### config.mk
export PLATFORM = sky130hd
export DESIGN_NAME = dmem_bus_ctrl
export DESIGN_NICKNAME = d
export VERILOG_FILES = /design/src/rtl/dtcore32_pkg.sv /design/src/rtl/dmem_timeout_ctr.sv /design/src/rtl/dmem_bus_ctrl.sv
export SDC_FILE = /design/constraint.sdc
export NUM_CORES = 1
export LEC_CHECK = 0
export ABC_AREA = 1
export CAP_MARGIN = 10
export CORE_MARGIN = 2
export CORE_UTILIZATION = 43
export CTS_BUF_LIST = sky130_fd_sc_hd__clkbuf_8 sky130_fd_sc_hd__clkbuf_16
export DETAILED_ROUTE_END_ITERATION = 10
export PLACE_DENSITY_LB_ADDON = 0.15
export SYNTH_ARGS = -nofsm -noshare
export SYNTH_HDL_FRONTEND = slang
export SYNTH_SLANG_ARGS = --single-unit
### constraint.sdc
create_clock -name clk_i -period 1.95 [get_ports clk_i]
set_clock_uncertainty 0.1 [all_clocks]
set_input_delay 0.4875 -clock clk_i [delete_from_list [all_inputs] [get_ports clk_i]]
set_output_delay 0.4875 -clock clk_i [all_outputs]
set_load 0.05 [all_outputs]
### src/rtl/dtcore32_pkg.sv
`default_nettype none
// +----------------------------------------------------------------------------+
// | dtcore32_pkg                                                               |
// | Shared types and constants for the dtcore32 data-memory bus controller.    |
// | Revision: 1.0                                                              |
// +----------------------------------------------------------------------------+
package dtcore32_pkg;

  typedef enum logic [2:0] {
    S_IDLE  = 3'd0,
    S_REQ   = 3'd1,
    S_WAIT  = 3'd2,
    S_DONE  = 3'd3,
    S_ERR   = 3'd4,
    S_DRAIN = 3'd5
  } dmem_state_e;

  localparam int DMEM_TIMEOUT_DEFAULT = 255;

endpackage
`default_nettype wire

### src/rtl/dmem_timeout_ctr.sv
`default_nettype none
// +----------------------------------------------------------------------------+
// | dmem_timeout_ctr                                                           |
// | Saturating bus-cycle counter; expired_o flags the MAX-th counted cycle.    |
// | Revision: 1.0                                                              |
// +----------------------------------------------------------------------------+
module dmem_timeout_ctr #(
  parameter int MAX = 255
) (
  input  logic clk_i,
  input  logic rst_ni,
  input  logic clr_i,
  input  logic en_i,
  output logic expired_o
);

  generate
    if (MAX == 0) begin : g_off
      assign expired_o = 1'b0;
    end else begin : g_on
      localparam int CW = (MAX < 2) ? 1 : $clog2(MAX + 1);
      // expired_o is raised during the last allowed cycle so the FSM leaves on that edge
      localparam logic [CW-1:0] c_LIMIT = CW'(MAX - 1);

      logic [CW-1:0] r_cnt;

      always_ff @(posedge clk_i or negedge rst_ni) begin
        if (!rst_ni) begin
          r_cnt <= '0;
        end else if (clr_i) begin
          r_cnt <= '0;
        end else if (en_i && (r_cnt != c_LIMIT)) begin
          r_cnt <= r_cnt + 1'b1;
        end
      end

      assign expired_o = (r_cnt == c_LIMIT);
    end
  endgenerate

endmodule
`default_nettype wire

### src/rtl/dmem_bus_ctrl.sv
`default_nettype none
// +----------------------------------------------------------------------------+
// | dmem_bus_ctrl                                                              |
// | MEM-stage controller for a single-outstanding req/gnt/rvalid data bus.     |
// | Revision: 1.0                                                              |
// +----------------------------------------------------------------------------+
module dmem_bus_ctrl
  import dtcore32_pkg::*;
#(
  parameter int TIMEOUT_CYCLES = DMEM_TIMEOUT_DEFAULT
) (
  input  logic        clk_i,
  input  logic        rst_ni,
  input  logic        mem_valid_i,
  input  logic        mem_we_i,
  input  logic [31:0] mem_addr_i,
  input  logic [3:0]  mem_wstrb_i,
  input  logic [3:0]  mem_rstrb_i,
  input  logic [31:0] mem_wdata_i,
  input  logic        misaligned_i,
  input  logic        flush_i,
  output logic        dmem_req_o,
  input  logic        dmem_gnt_i,
  output logic [31:0] dmem_addr_o,
  output logic        dmem_we_o,
  output logic [3:0]  dmem_be_o,
  output logic [31:0] dmem_wdata_o,
  input  logic        dmem_rvalid_i,
  input  logic [31:0] dmem_rdata_i,
  output logic [31:0] mem_rdata_o,
  output logic        stall_o,
  output logic        done_o,
  output logic        fault_o
);

  dmem_state_e r_state, w_next;
  logic [31:0] r_addr, r_wdata, r_rdata;
  logic [3:0]  r_be;
  logic        r_we;
  logic        w_go, w_latch, w_clr, w_en, w_expired, w_capture;

  assign w_go = mem_valid_i & ~misaligned_i & ~flush_i;
  assign w_en = (r_state == S_REQ) | (r_state == S_WAIT) | (r_state == S_DRAIN);

  dmem_timeout_ctr #(
    .MAX(TIMEOUT_CYCLES)
  ) u_timeout (
    .clk_i    (clk_i),
    .rst_ni   (rst_ni),
    .clr_i    (w_clr),
    .en_i     (w_en),
    .expired_o(w_expired)
  );

  always_comb begin
    w_next       = r_state;
    w_latch      = 1'b0;
    w_clr        = 1'b0;
    w_capture    = 1'b0;
    dmem_req_o   = 1'b0;
    stall_o      = 1'b0;
    done_o       = 1'b0;
    fault_o      = 1'b0;
    dmem_addr_o  = r_addr;
    dmem_we_o    = r_we;
    dmem_be_o    = r_be;
    dmem_wdata_o = r_wdata;
    case (r_state)
      S_IDLE: begin
        // Zero-cycle issue: bus fields come straight from the stage when a request goes out
        dmem_req_o   = w_go;
        stall_o      = w_go;
        dmem_addr_o  = w_go ? {mem_addr_i[31:2], 2'b00} : 32'h0;
        dmem_we_o    = w_go & mem_we_i;
        dmem_be_o    = w_go ? (mem_we_i ? mem_wstrb_i : mem_rstrb_i) : 4'h0;
        dmem_wdata_o = w_go ? mem_wdata_i : 32'h0;
        if (w_go) begin
          w_latch = 1'b1;
          w_clr   = 1'b1;
          w_next  = dmem_gnt_i ? S_WAIT : S_REQ;
        end
      end
      S_REQ: begin
        dmem_req_o = 1'b1;
        stall_o    = 1'b1;
        if (dmem_gnt_i)     w_next = flush_i ? S_DRAIN : S_WAIT;
        else if (flush_i)   w_next = S_IDLE;
        else if (w_expired) w_next = S_ERR;
      end
      S_WAIT: begin
        stall_o = 1'b1;
        if (dmem_rvalid_i) begin
          w_capture = ~r_we;
          w_next    = S_DONE;
        end else if (flush_i) begin
          w_next = S_DRAIN;
        end else if (w_expired) begin
          w_next = S_ERR;
        end
      end
      S_DONE: begin
        done_o = 1'b1;
        w_next = S_IDLE;
      end
      S_ERR: begin
        fault_o = 1'b1;
        w_next  = S_IDLE;
      end
      S_DRAIN: begin
        stall_o = mem_valid_i;
        if (dmem_rvalid_i || w_expired) w_next = S_IDLE;
      end
      default: w_next = S_IDLE;
    endcase
  end

  always_ff @(posedge clk_i or negedge rst_ni) begin
    if (!rst_ni) begin
      r_state <= S_IDLE;
      r_addr  <= '0;
      r_we    <= 1'b0;
      r_be    <= '0;
      r_wdata <= '0;
      r_rdata <= '0;
    end else begin
      r_state <= w_next;
      if (w_latch) begin
        r_addr  <= {mem_addr_i[31:2], 2'b00};
        r_we    <= mem_we_i;
        r_be    <= mem_we_i ? mem_wstrb_i : mem_rstrb_i;
        r_wdata <= mem_wdata_i;
      end
      if (w_capture) r_rdata <= dmem_rdata_i;
    end
  end

  assign mem_rdata_o = r_rdata;

endmodule
`default_nettype wire

==> flow_metrics.py <==
metrics = {
    "timing": {
        "rsz0062_at_grt": "yes",
        "hold_viol_final": 0,
        "slew_violations": 0,
        "worstMarginPinSlew_ns": 0.7044,
        "setup_viol": 76,
        "min_period_over_period": 1.294,
        "fin_crit_ns": 2.523,
        "setup_tns_ns": -35.66,
        "slew_headroom": 0.5254,
        "fmax_mhz": 396.4,
        "setup_ws_ns": -0.5728,
    },
    "global_route": {
        "grt_pass1_wl_um": 35160,
        "grt_max_degree": 65,
        "antenna_found_initial": 0,
        "grt_use_total": 0.3617,
        "grt_overflow": 0,
        "grt_pass1_vias": 6377,
    },
    "yosys": {
        "netlist_area_mm2": 0.005101,
        "yosysMostFrequentCell": "nand2_1",
        "synth_edf_count": 0,
        "ys_ff_latch": 110,
        "yosysUniqueCellTypes": 27,
        "synthArstFlopShare": 1.000,
        "synth_top_area_frac": 0.5396,
        "synthTopCellsByCount": "nand2_1, o21ai_0, inv_1, dfrtp_1, o21ai_1",
        "ys.flop_type": "dfrtp_1",
        "ys_warn_count": 0,
        "synth_area_leader_cell": "dfrtp_1",
        "synth.avg_cell_area_um2": 8.149,
        "yosys-top-cells-area": "dfrtp_1, o21ai_0, nand2_1",
        "ys_seq_area_frac": 0.5396,
        "syn_inst": 626,
    },
    "pwr": {
        "pwr_density_cell_mw_per_mm2": 2016,
        "leakage_nw": 5.189,
        "power_frac_comb": 0.732,
        "seq_power_share": 0.180,
        "netSwitchingFraction": 0.5008,
        "irDropWorstVdd_uv": 1334,
        "p_int_mw": 10.96,
        "power.switching_mw": 10.99,
        "p_total_mw": 21.96,
        "clockPowerShare": 0.088,
    },
    "min_path": {
        "whs_path_depth": 2,
        "hold_class": "register to register",
        "min_from": "mem_rdata_o[9]",
        "holdPathEnd": "mem_rdata_o[9]",
    },
    "detailed_routing": {
        "drtPass1Iterations": 9,
        "wire_per_inst_um": 25.11,
        "drt-initial-drc-count": 604,
        "vias": 6217,
        "drc": 13,
        "viasPerCell": 5.838,
        "routed_wl_um": 26740,
        "detail-route-antenna-nets": 0,
    },
    "floorplanning": {
        "die_w_um": 112.9,
        "placementRows": 39,
        "die_y_um": 112.9,
        "initial_core_util": 0.4430,
        "die_area_mm2": 0.01275,
        "design.core.area_mm2": 0.01152,
        "ios": 217,
    },
    "clock_tree": {
        "clk_pin_slew_ns": 0.07,
        "clock_sinks": 110,
        "clockBufferDepth": 2,
        "cts_tree": "built",
        "cts_root_buf": "clkbuf_16",
        "htree_levels": 3,
        "numCtsBuffers": 9,
        "worstSkewPairLatency_ns": 0.37,
    },
    "setup_path": {
        "worstPathRequired_ns": 1.36,
        "cp-start-kind": "register",
        "worstPathMaxFanout": 8,
        "rrSetupSlack_ns": -0.27,
        "reg2reg_depth": 14,
        "r2r-end": "r_state[1]",
        "worstReg2RegStart": "r_state[1]",
        "crit_arrival_ns": 1.94,
        "critPathCaptureType": "output pin",
        "worst-setup-path-type": "register to output pin",
    },
    "final_layout": {
        "nNetsFinal": 1032,
        "drive_above_1_share": 0.4013,
        "antenna_cells": 0,
        "fin_cells": 1065,
        "area_growth_pct": 113.5,
    },
    "job": {
        "cap_violations": 0,
    },
    "placed_design": {
        "dp_hpwl_um": 12100,
        "port_buffers": 212,
        "place_inst": 992,
        "globalplace.congestion": 0.8909,
    },
    "status": {
        "status": "complete, but fails checks",
        "violations": "design-rule violations, negative setup slack",
    },
}
[critical path, stage by stage (launching register included)]
cell and delay [ns]:
dfrtp_1 0.42, nor2_4 0.16, nand2_4 0.10, nor2_8 0.16
buf_12 0.19, buf_12 0.17, nand2_8 0.08, o21ai_4 0.10
buf_12 0.16
[worst max-delay path by stage]
stage                      startpoint               end  slack [ns]  cells after the start
after floorplan            r_state[0]   dmem_addr_o[11]       -0.14                      6
after global placement    mem_valid_i   dmem_wdata_o[2]       -0.62                     10
after detailed placement  mem_valid_i   dmem_wdata_o[5]       -0.74                     10
after CTS                  r_state[2]   dmem_addr_o[12]       -0.49                      9
after global routing       r_state[1]  dmem_wdata_o[16]       -0.63                      8
final                      r_state[1]  dmem_wdata_o[17]       -0.57                      8
[flip-flops by register name, indices dropped and copies added (netlist names)]
register,flops
r_addr,30
r_state,3
r_we,1
u_timeout.g_on.r_cnt,8
r_be,4
mem_rdata_o,32
r_wdata,32
[per-stage QoR]
stage                     utilization  setup WS (ns)  cell area, um^2  hold WS [ns]
after CTS                      0.9149        -0.4932            10540        0.3970
after floorplan                     -        -0.1448             5854       0.09191
after global placement         0.7855        -0.6192             9046        0.3690
after global routing           0.9456        -0.6265            10890        0.4345
after detailed placement       0.7855        -0.7365             9046        0.3760
final                          0.9456        -0.5728            10890        0.4011
[metal layers]
| layer | GRT usage | share of wire | vias to the layer above |
|---|---|---|---|
| li1 | - | - | 2541 |
| met1 | 0.3813 | 0.32 | 3000 |
| met2 | 0.6614 | 0.50 | 487 |
| met3 | 0.07927 | 0.088 | 189 |
| met4 | 0.2130 | 0.089 | 0 |
| met5 | 0 | 0 | - |
[power by group through the flow]
| stage | clock [mW] | sequential, mW | combinational (mW) |
|---|---|---|---|
| final | 1.92 | 3.96 | 16.1 |
| after global routing | 2.03 | 4.02 | 16.5 |
| after global placement | 0 | 3.76 | 12.9 |
| after floorplan | 0 | 4.87 | 6.47 |
| after detailed placement | 0 | 3.81 | 13.2 |
| after CTS | 1.86 | 3.79 | 15.0 |
[cells by family after synthesis]
logic type,count (synthesis),synth area share
other,1,0.0007351
and+or+nand+nor,184,0.1516
DFF,110,0.5396
adders and majority gates,2,0.004905
xor gates and xnor gates,3,0.005152
AOI/OAI and AO/OA,176,0.1737
buffers and inverters,150,0.1244
[timing repair]
action | 4_1_cts | 5_1_grt
endpoints found under the setup margin | 72 | 79
setup buffers | 31 | 16
hold endpoints to repair | 4 | 0
resized for setup | 175 | 47
hold buffers | 1 | 0
pin swaps | 7 | 5
gates cloned | 12 | 2
[cells in the final DEF (no fill, tap or decap), types with 4 or more instances in the layout]
cell / n
buf_12: 85
buf_16: 11
buf_4: 85
buf_6: 10
buf_8: 5
clkbuf_16: 11
clkdlybuf4s50_1: 105
dfrtp_1: 110
inv_1: 115
inv_2: 5
nand2_1: 77
nand2_2: 9
nand2_4: 47
nand2_8: 17
nand3_1: 10
nand4_1: 4
nor2_1: 11
o21ai_0: 79
o21ai_1: 27
o21ai_4: 67
[layout make-up]
| type | count | area [um^2] |
|---|---|---|
| Timing Repair Buffer | 308 | 4003 |
| Fill cell | 299 | 626.9 |
| Sequential cell | 110 | 2753 |
| Inverter | 121 | 488.0 |
| Multi-Input combinational cell | 367 | 3157 |
| Timing Repair inverter | 1 | 20.02 |
| Clock inverter | 5 | 51.30 |
| Clock buffer | 10 | 239.0 |
| Tap cell | 143 | 178.9 |
Power figures use the tool's default switching activity.
